--- src/rtl/seg_scan_capture.sv ---
// Seven-segment scan-bus receiver: rebuilds four hex digits from the multiplexed
// anode/segment lines and commits one coherent frame per 0,3,2,1 scan. Optional watchdog: SCAN_TIMEOUT_EN.
module seg_scan_capture #(
  parameter int STABLE_CYC  = 2,
  parameter int TIMEOUT_CYC = 1024
) (
  input  logic        clock,
  input  logic        reset,
  input  logic [3:0]  an,
  input  logic [6:0]  seg,
  output logic [15:0] digits,
  output logic        frame_valid,
  output logic        frame_err,
  output logic [3:0]  seg_bad,
  output logic        scan_timeout
);

  localparam int DW = $clog2(STABLE_CYC + 1);
  localparam logic [DW-1:0] STABLE_MAX = DW'(STABLE_CYC);

  typedef enum logic {SYNC, COLLECT} state_t;

  logic [3:0]    an_q, an_prev_q;
  logic [6:0]    seg_q;
  logic [DW-1:0] dwell_q, dwell_d;
  state_t        state_q, state_d;
  logic [1:0]    expected_q, expected_d;
  logic [15:0]   stage_q, stage_d;
  logic [3:0]    stage_bad_q, stage_bad_d;
  logic [15:0]   digits_q, digits_d;
  logic [3:0]    seg_bad_q, seg_bad_d;
  logic          frame_valid_q, frame_valid_d;
  logic          frame_err_q, frame_err_d;

  logic          an_changed, at_stable, capture, code_err;
  logic [3:0]    sel;
  logic          sel_blank, sel_onehot;
  logic [1:0]    cap_idx;
  logic [4:0]    dec;

  // Returns {bad, nibble}; unknown patterns decode to nibble 0 with bad set.
  function automatic logic [4:0] decode_seg(input logic [6:0] s);
    case (s)
      7'b1000000: decode_seg = 5'h00;
      7'b1111001: decode_seg = 5'h01;
      7'b0100100: decode_seg = 5'h02;
      7'b0110000: decode_seg = 5'h03;
      7'b0011001: decode_seg = 5'h04;
      7'b0010010: decode_seg = 5'h05;
      7'b0000010: decode_seg = 5'h06;
      7'b1111000: decode_seg = 5'h07;
      7'b0000000: decode_seg = 5'h08;
      7'b0010000: decode_seg = 5'h09;
      7'b0001000: decode_seg = 5'h0A;
      7'b0000011: decode_seg = 5'h0B;
      7'b1000110: decode_seg = 5'h0C;
      7'b0100001: decode_seg = 5'h0D;
      7'b0000110: decode_seg = 5'h0E;
      7'b0001110: decode_seg = 5'h0F;
      default:    decode_seg = 5'h10;
    endcase
  endfunction

  for (genvar gi = 0; gi < 4; gi++) begin : g_sel
    assign sel[gi] = ~an_q[gi];
  end

  assign sel_blank  = (sel == 4'b0000);
  assign sel_onehot = !sel_blank && ((sel & (sel - 4'd1)) == 4'b0000);
  assign an_changed = (an_q != an_prev_q);
  assign dec        = decode_seg(seg_q);

  always_comb begin
    dwell_d = dwell_q;
    if (an_changed)
      dwell_d = DW'(1);
    else if (dwell_q < STABLE_MAX)
      dwell_d = dwell_q + DW'(1);
  end

  // Fire once per dwell: the counter must be arriving at STABLE_CYC, not sitting there.
  assign at_stable = (dwell_d == STABLE_MAX) && (an_changed || dwell_q != STABLE_MAX);
  assign capture   = at_stable && sel_onehot;
  assign code_err  = at_stable && !sel_onehot && !sel_blank;

  always_comb begin
    cap_idx = 2'd0;
    case (an_q)
      4'b1101: cap_idx = 2'd1;
      4'b1011: cap_idx = 2'd2;
      4'b0111: cap_idx = 2'd3;
      default: cap_idx = 2'd0;
    endcase
  end

`ifdef SCAN_TIMEOUT_EN
  localparam int WW = $clog2(TIMEOUT_CYC + 1);
  logic [WW-1:0] wdog_q, wdog_d;
  logic          timeout_q, timeout_d;
`endif

  always_comb begin
    state_d       = state_q;
    expected_d    = expected_q;
    stage_d       = stage_q;
    stage_bad_d   = stage_bad_q;
    digits_d      = digits_q;
    seg_bad_d     = seg_bad_q;
    frame_valid_d = 1'b0;
    frame_err_d   = 1'b0;

    if (code_err) begin
      frame_err_d = 1'b1;
      stage_d     = '0;
      stage_bad_d = '0;
      expected_d  = 2'd0;
      state_d     = SYNC;
    end else if (capture) begin
      if (state_q == SYNC) begin
        if (cap_idx == 2'd0) begin
          stage_d[3:0]   = dec[3:0];
          stage_bad_d[0] = dec[4];
          expected_d     = 2'd3;
          state_d        = COLLECT;
        end
      end else if (cap_idx == expected_q) begin
        if (cap_idx == 2'd1) begin
          digits_d       = stage_q;
          digits_d[7:4]  = dec[3:0];
          seg_bad_d      = stage_bad_q;
          seg_bad_d[1]   = dec[4];
          frame_valid_d  = 1'b1;
          stage_d        = '0;
          stage_bad_d    = '0;
          expected_d     = 2'd0;
        end else begin
          stage_d[cap_idx*4 +: 4] = dec[3:0];
          stage_bad_d[cap_idx]    = dec[4];
          expected_d              = expected_q - 2'd1;
        end
      end else begin
        frame_err_d = 1'b1;
        stage_d     = '0;
        stage_bad_d = '0;
        if (cap_idx == 2'd0) begin
          stage_d[3:0]   = dec[3:0];
          stage_bad_d[0] = dec[4];
          expected_d     = 2'd3;
        end else begin
          expected_d = 2'd0;
          state_d    = SYNC;
        end
      end
    end

`ifdef SCAN_TIMEOUT_EN
    wdog_d    = wdog_q;
    timeout_d = timeout_q;
    if (capture) begin
      wdog_d    = '0;
      timeout_d = 1'b0;
    end else if (wdog_q != WW'(TIMEOUT_CYC)) begin
      wdog_d = wdog_q + WW'(1);
      if (wdog_d == WW'(TIMEOUT_CYC)) begin
        timeout_d   = 1'b1;
        stage_d     = '0;
        stage_bad_d = '0;
        expected_d  = 2'd0;
        state_d     = SYNC;
      end
    end
`endif
  end

  always_ff @(posedge clock) begin
    if (!reset) begin
      an_q          <= 4'hF;
      an_prev_q     <= 4'hF;
      seg_q         <= 7'h7F;
      dwell_q       <= '0;
      state_q       <= SYNC;
      expected_q    <= 2'd0;
      stage_q       <= '0;
      stage_bad_q   <= '0;
      digits_q      <= '0;
      seg_bad_q     <= '0;
      frame_valid_q <= 1'b0;
      frame_err_q   <= 1'b0;
    end else begin
      an_q          <= an;
      an_prev_q     <= an_q;
      seg_q         <= seg;
      dwell_q       <= dwell_d;
      state_q       <= state_d;
      expected_q    <= expected_d;
      stage_q       <= stage_d;
      stage_bad_q   <= stage_bad_d;
      digits_q      <= digits_d;
      seg_bad_q     <= seg_bad_d;
      frame_valid_q <= frame_valid_d;
      frame_err_q   <= frame_err_d;
    end
  end

`ifdef SCAN_TIMEOUT_EN
  always_ff @(posedge clock) begin
    if (!reset) begin
      wdog_q    <= '0;
      timeout_q <= 1'b0;
    end else begin
      wdog_q    <= wdog_d;
      timeout_q <= timeout_d;
    end
  end

  assign scan_timeout = timeout_q;
`else
  // TIMEOUT_CYC only matters when the watchdog is compiled in.
  assign scan_timeout = 1'b0 & (TIMEOUT_CYC < 1);
`endif

  assign digits      = digits_q;
  assign seg_bad     = seg_bad_q;
  assign frame_valid = frame_valid_q;
  assign frame_err   = frame_err_q;

endmodule

--- config.mk ---
export PLATFORM = sky130hd
export DESIGN_NAME = seg_scan_capture
export DESIGN_NICKNAME = d
export VERILOG_FILES = /design/src/rtl/seg_scan_capture.sv
export SDC_FILE = /design/constraint.sdc
export NUM_CORES = 1
export LEC_CHECK = 0
export ABC_AREA = 1
export CORE_MARGIN = 1
export CORE_UTILIZATION = 40
export CTS_CLUSTER_DIAMETER = 30
export DETAILED_ROUTE_END_ITERATION = 10
export GPL_ROUTABILITY_DRIVEN = 0
export HOLD_SLACK_MARGIN = 0.03
export PLACE_DENSITY = 0.67
export SYNTH_ARGS = -nofsm -noshare
export SYNTH_HDL_FRONTEND = slang
export SYNTH_SLANG_ARGS = --single-unit
export TNS_END_PERCENT = 20
--- constraint.sdc ---
create_clock -name clock -period 2.5 [get_ports clock]
set_input_delay 0.375 -clock clock [delete_from_list [all_inputs] [get_ports clock]]
set_output_delay 0.375 -clock clock [all_outputs]
set_load 0.02 [all_outputs]
==> results of run 1 <==
worst max-delay path by stage:
stage | start | end | slack, ns | depth (start not counted)
2_1_floorplan | an_q[3] | stage_q[12] | 0.78 | 11
3_3_place_gp | an_q[2] | digits[1] | 0.53 | 12
3_5_place_dp | an_q[2] | digits[5] | 0.42 | 12
4_1_cts | an_q[3] | digits[5] | 0.41 | 12
5_1_grt | an_q[2] | digits[7] | 0.19 | 12
6_report | an_q[3] | digits[5] | 0.42 | 12
per-stage QoR:
stage               setup slack [ns]  hold WS [ns]  instance area (um^2)  utilization  power [mW]
floorplan                      0.782         0.446                  2970            -        1.11
global placement               0.534         0.467                  3370        0.468        1.16
detailed placement             0.423         0.475                  3370        0.468        1.16
CTS                            0.414         0.489                  3600        0.499        2.15
global route                   0.194         0.507                  3600        0.499        2.22
finish                         0.419         0.491                  3600        0.499        2.13
layer usage:
metal / global-route usage / share of wire / wire [um] / vias to the layer above
met2: 0.295 / 0.46 / 2910 / 61
met4: 0.0821 / 0.014 / 92 / 0
li1: - / - / - / 1422
met3: 0.0537 / 0.044 / 280 / 5
met5: 0 / 0 / 0 / -
met1: 0.228 / 0.49 / 3090 / 1197
registers in the layout, summed over array words and instances (netlist names), 2 cells and up:
register and count:
expected_q 2, seg_bad 4, dwell_q 2, stage_q 12, seg_q 7, an_q 4
digits 16, stage_bad_q 3, an_prev_q 4
cell families after synthesis:
kind of cell | after synthesis | share of synthesized area
compound gates | 37 | 0.0624
flops | 57 | 0.385
buf+inv | 61 | 0.0903
other cells | 1 | 0.00126
fa+ha+maj | 8 | 0.0337
simple gates | 270 | 0.425
xor+xnor | 1 | 0.00295
area by class of cell:
class / instances / area, um^2
multi-input cells: 317 / 1560
well taps: 99 / 124
repair buffers: 36 / 355
flip-flops and latches: 57 / 1140
clock buffers: 11 / 151
fillers: 747 / 3610
clock inverters: 5 / 77.6
inverters: 51 / 196
placed cells by master (no fill, tap or decap):
cell type,n
xor2_1,1
conb_1,1
nor2_4,4
bufinv_16,2
inv_1,42
nand3_1,23
a21oi_1,6
nand3b_1,4
nand3_4,2
dfxtp_1,57
clkinv_4,1
o21ai_1,19
buf_4,2
inv_2,8
nor3_1,5
clkinv_2,2
clkbuf_8,11
o21ai_0,12
nor2_2,15
nand2_2,7
nand3_2,3
nand4_1,8
nor2_1,91
nand2_1,94
clkdlybuf4s50_1,34
nand2_4,2
ha_1,8
clkinvlp_4,1
or2_2,12
tightest hold or removal path, stage by stage, from the launching register on:
cell     delay (ns)
dfxtp_1        0.32
nor2_1         0.09
nor2_1         0.05
power breakdown:
part / internal (mW) / switching [mW] / leakage, nW
logic: 0.0723 / 0.126 / 1.17
clock network: 0.612 / 0.376 / 0.115
registers: 0.926 / 0.0157 / 0.464
total: 1.61 / 0.518 / 1.75
==> summary.md, run 1 <==
| Metric | Value |
|---|---|
| Vias in the first global route | `2446` |
| Max-cap violations | `0` |
| Setup TNS | `0 ns` |
| Reg2reg setup slack | `0.42 ns` |
| Status | `finished clean` |
| Hold-critical path depth | `2` |
| Synth cell types | `27` |
| Syn Nets | `456` |
| Clock skew | `0.0120 ns` |
| Pleak | `1.75 nW` |
| Crit path kind | `reg2reg` |
| Number of cell rows | `31` |
| Synth-to-layout area growth | `21.5%` |
| Period utilization | `0.832` |
| Setup Fix Bufs, Post-CTS | `0` |
| DR vias/cell | `4.66` |
| Crit-path cells | `nand2_1 -> nand2_2 -> nand2_4 -> inv_1 -> ha_1 -> inv_1 -> nor2_4 -> inv_2 -> nor2_4 -> buf_4 -> o21ai_1 -> nor2_1` |
| Buf+Inv Stages, Crit Path | `4` |
| Post-placement cell count | `560` |
| Avg Inst Size Synth | `6.82 um^2` |
| Root Buffer | `clkbuf_8` |
| Worst Reg-to-Reg Cells | `12` |
| Post-CTS Resized | `0` |
| Wire per inst | `11.1 um` |
| Die area | `0.00777 mm^2` |
| CP Max Fanout | `12` |
| Peak supply drop | `282 uV` |
| R2R Path End | `digits[5]` |
| CTS tree | `yes` |
| WP data required | `2.78 ns` |
| Crit start category | `flip-flop` |
| Total clock sinks | `57` |
| Fin. max-slew vios | `0` |
| Min-delay src | `stage_q[15]` |
| Period minus WS final | `2.08 ns` |
| Max Freq | `481 MHz` |
| Post-route ant nets | `0` |
| Inserted Clock Buffers | `9` |
| CP peak stage delay | `0.40 ns` |
| Post-synthesis async set-or-reset flop share | `0` |
| Crit-path slowest cell | `dfxtp_1` |
| Share of the synthesized area in the top cell type | `0.385` |
| Largest net degree at the start of global routing | `21` |
| Largest area contributor in the netlist | `dfxtp_1` |
| Residual DRC count | `0` |
| IO Count | `36` |
| Grt ovf | `0` |
| # setup viols final | `0` |
| Syn Inst Count | `435` |
| Dpl hpwl | `4600 um` |
| Final Hold Viols | `0` |
| Core Region | `0.00721 mm^2` |
| Min-delay worst type | `reg2reg` |
| Initial Util | `0.411` |
| Min-Delay Endpoint | `stage_q[15]` |
| Layout cells sized above 1 | `0.151` |
| All-Layer GR Usage | `0.184` |
| Yosys reg bits | `57` |
| Clk slew on worst S/H paths | `0.07 ns` |
| EDFF count, synth | `0` |
| Vias | `2685` |
| Horiz. Die Dim | `88.1 um` |
| Setup crit end kind | `flip-flop` |
| First-pass GRT wire length | `10700 um` |
| Reg2reg start | `an_q[3]` |
| Top cells by area, synth | `dfxtp_1 38%, nand2_1 12%, nor2_1 12%` |
| Initial antenna violation count | `0` |
| Die height | `88.1 um` |
| Commonest cells post-synth | `94 x nand2_1, 91 x nor2_1, 57 x dfxtp_1` |
| Initial drt markers | `116` |
| Post-synth design cell area | `0.00297 mm^2` |
| Total routed wirelength | `6370 um` |
| Port Buf Inserts | `34` |
| H-tree depth | `3` |
| Most numerous cell in the Yosys netlist | `nand2_1` |
| Post-synthesis sequential area ratio | `0.385` |
| Yosys warnings | `0` |
| Finished Layout Cells | `576` |
| CP delay by family, top | `simple AND/OR/NAND/NOR gates` |
| Top_reg_cell synth | `dfxtp_1` |
| PwrDens | `590 mW/mm^2` |
| N_diodes | `0` |
| # hold bufs at CTS | `0` |
| Final Net Count | `493` |
| RSZ-0062 raised after global routing | `no` |
| Worst skew pair latency | `0.34 ns` |
| DRT Pass-1 Iters | `4` |
| CTS Buffer Depth | `2` |
| Crit path DAT | `2.36 ns` |
Power figures use the tool's default switching activity.
==> run 2: changes to the inputs <==
Clock period 2.5 ns to 2.1 ns, I/O delays scaled along.
==> run 2 against run 1 <==
  * Setup slack got worse by 0.25 ns
  * Sequential share of layout area is 0.33 points lower
  * Non-clock buffer count unchanged
  * Largest cell class unchanged
  * Clock skew is essentially flat
  * Register-to-register slack worse by 0.25 ns
  * Global-route usage down 0.088 points
  * Routed wire length fell by 0.77%
  * Combinational power is 23% higher
==> summary.md, run 2 (synthesis results as in run 1) <==
| Metric | Value |
|---|---|
| Worst hold slack | `0.471 ns (was 0.491 ns)` |
| # hold bufs at CTS | `0 (unchanged)` |
| Total clock sinks | `57 (unchanged)` |
| Post-placement cell count | `560 (unchanged)` |
| Most frequent cells in the layout | `94 x nand2_1, 91 x nor2_1, 56 x dfxtp_1, 41 x inv_1, 34 x clkdlybuf4s50_1 (was 94 x nand2_1, 91 x nor2_1, 57 x dfxtp_1, 42 x inv_1, 34 x clkdlybuf4s50_1)` |
| Setup TNS | `0 ns (unchanged)` |
| Setup slack after layout | `0.168 ns (was 0.419 ns)` |
| Horiz. Die Dim | `88.1 um (unchanged)` |
| Final core utilization | `0.505 (was 0.499)` |
| Synth-to-layout area growth | `22.9% (was 21.5%)` |
| Finished Layout Cells | `576 (unchanged)` |
| # setup viols final | `0 (unchanged)` |
| CP Max Fanout | `17 (was 12)` |
| Most common cell after layout, fill and taps aside | `nand2_1 (unchanged)` |
| WP data required | `2.34 ns (was 2.78 ns)` |
| Die area | `0.00777 mm^2 (unchanged)` |
| Post-Place Cell Area | `0.00339 mm^2 (was 0.00337 mm^2)` |
| Total routed wirelength | `6320 um (was 6370 um)` |
| First-pass GRT wire length | `10800 um (was 10700 um)` |
| Clock Power Share | `0.476 (was 0.464)` |
| Number of cell rows | `31 (unchanged)` |
| N_diodes | `0 (unchanged)` |
| Period minus WS final | `1.93 ns (was 2.08 ns)` |
| Dpl hpwl | `4800 um (was 4600 um)` |
| Clock skew | `0.0123 ns (was 0.0120 ns)` |
| Inserted Clock Buffers | `9 (unchanged)` |
| All-Layer GR Usage | `0.183 (was 0.184)` |
| Post-route ant nets | `0 (unchanged)` |
| Max reg flops | `16 (unchanged)` |
| Initial antenna violation count | `0 (unchanged)` |
| Layout cells sized above 1 | `0.159 (was 0.151)` |
| Vias | `2665 (was 2685)` |
| Crit-path cells | `inv_1 -> ha_1 -> or2_2 -> nor2_4 -> nand3_4 -> clkinv_4 -> nand3_4 -> nor2_1 -> nor2_1 (was nand2_1 -> nand2_2 -> nand2_4 -> inv_1 -> ha_1 -> inv_1 -> nor2_4 -> inv_2 -> nor2_4 -> buf_4 -> o21ai_1 -> nor2_1)` |
| CP peak stage delay | `0.35 ns (was 0.40 ns)` |
| Placement Setup Slack | `0.0863 ns (was 0.423 ns)` |
| Crit-path slowest cell | `dfxtp_1 (unchanged)` |
| Switching power | `0.634 mW (was 0.518 mW)` |
| Residual DRC count | `0 (unchanged)` |
| CTS Buffer Depth | `2 (unchanged)` |
| H-tree depth | `3 (unchanged)` |
| Worst skew pair latency | `0.35 ns (was 0.34 ns)` |
| Sequential share of power | `0.430 (was 0.442)` |
| Die height | `88.1 um (unchanged)` |
| Largest net degree at the start of global routing | `21 (unchanged)` |
| Core Region | `0.00721 mm^2 (unchanged)` |
| Grt ovf | `0 (unchanged)` |
| Root Buffer | `clkbuf_8 (unchanged)` |
| Total power | `2.61 mW (was 2.13 mW)` |
| Status | `finished clean (unchanged)` |
| Initial drt markers | `95 (was 116)` |
| Clk slew on worst S/H paths | `0.07 ns (about the same)` |
| PwrDens | `716 mW/mm^2 (was 590 mW/mm^2)` |
| Crit start category | `flip-flop (unchanged)` |
| Int Power | `1.98 mW (was 1.61 mW)` |
| Min-delay worst type | `reg2reg (unchanged)` |
| Combinational share of power | `0.094 (was 0.093)` |
| Peak supply drop | `589 uV (was 282 uV)` |
| Crit path kind | `reg2reg (unchanged)` |
| Reg2reg setup slack | `0.17 ns (was 0.42 ns)` |
| DRT Pass-1 Iters | `4 (unchanged)` |
| Crit path DAT | `2.17 ns (was 2.36 ns)` |
| IO Count | `36 (unchanged)` |
| Fin. max-slew vios | `0 (unchanged)` |
| Final Net Count | `493 (unchanged)` |
| Vias in the first global route | `2529 (was 2446)` |
| Final Hold Viols | `0 (unchanged)` |
| DR vias/cell | `4.63 (was 4.66)` |
| Max-cap violations | `0 (unchanged)` |
| Final instance area | `0.00365 mm^2 (was 0.00360 mm^2)` |
| RSZ-0062 raised after global routing | `no (unchanged)` |
| CTS tree | `yes (unchanged)` |
| Initial Util | `0.411 (unchanged)` |
| Sw frac | `0.243 (was 0.244)` |
| Max Freq | `518 MHz (was 481 MHz)` |
| Pleak | `1.75 nW (about the same)` |
| Setup crit end kind | `flip-flop (unchanged)` |
| Port Buf Inserts | `34 (unchanged)` |
| Wire per inst | `11.0 um (was 11.1 um)` |
| Period utilization | `0.920 (was 0.832)` |
## run 2: final cells by class
cell class | count | area (um^2)
fillers | 751 | 3570
multi-input cells | 317 | 1570
flip-flops and latches | 57 | 1140
repair buffers | 36 | 368
inverters | 51 | 196
clock buffers | 9 | 124
well taps | 99 | 124
clock inverters | 7 | 119
## run 2: routing by layer
| layer | up-vias | routed length (um) | global-route usage |
|---|---|---|---|
| met5 | - | 0 | 0 |
| met4 | 0 | 114 | 0.0733 |
| met3 | 11 | 293 | 0.0528 |
| met2 | 51 | 2880 | 0.309 |
| met1 | 1173 | 3030 | 0.218 |
| li1 | 1430 | - | - |
## run 2: critical path, delay by kind of cell, from the launching register on
| kind | cells | cell delay [ns] |
|---|---|---|
| flip-flops | 1 | 0.35 |
| buffers and inverters | 2 | 0.16 |
| AND/OR/NAND/NOR | 6 | 1.09 |
| adder cells (fa/ha/maj) | 1 | 0.21 |
## run 2: worst paths after layout
check | to | start | cells after the start
min | stage_q[8] | stage_q[8] | 2
min reg2reg | stage_q[8] | stage_q[8] | 2
max reg2reg | digits[8] | dwell_q[1] | 9
max | digits[8] | dwell_q[1] | 9
## run 2: power groups by stage
stage | registers [mW] | clock network [mW] | logic [mW]
final | 1.12 | 1.24 | 0.245
after global routing | 1.12 | 1.32 | 0.276
after CTS | 1.12 | 1.27 | 0.240
after detailed placement | 1.15 | 0 | 0.239
after global placement | 1.14 | 0 | 0.235
after floorplan | 1.14 | 0 | 0.182
## run 2: repair_timing
item,4_1_cts,5_1_grt
setup buffers,0,0
setup endpoints to repair,0,18
gates resized for setup,0,7
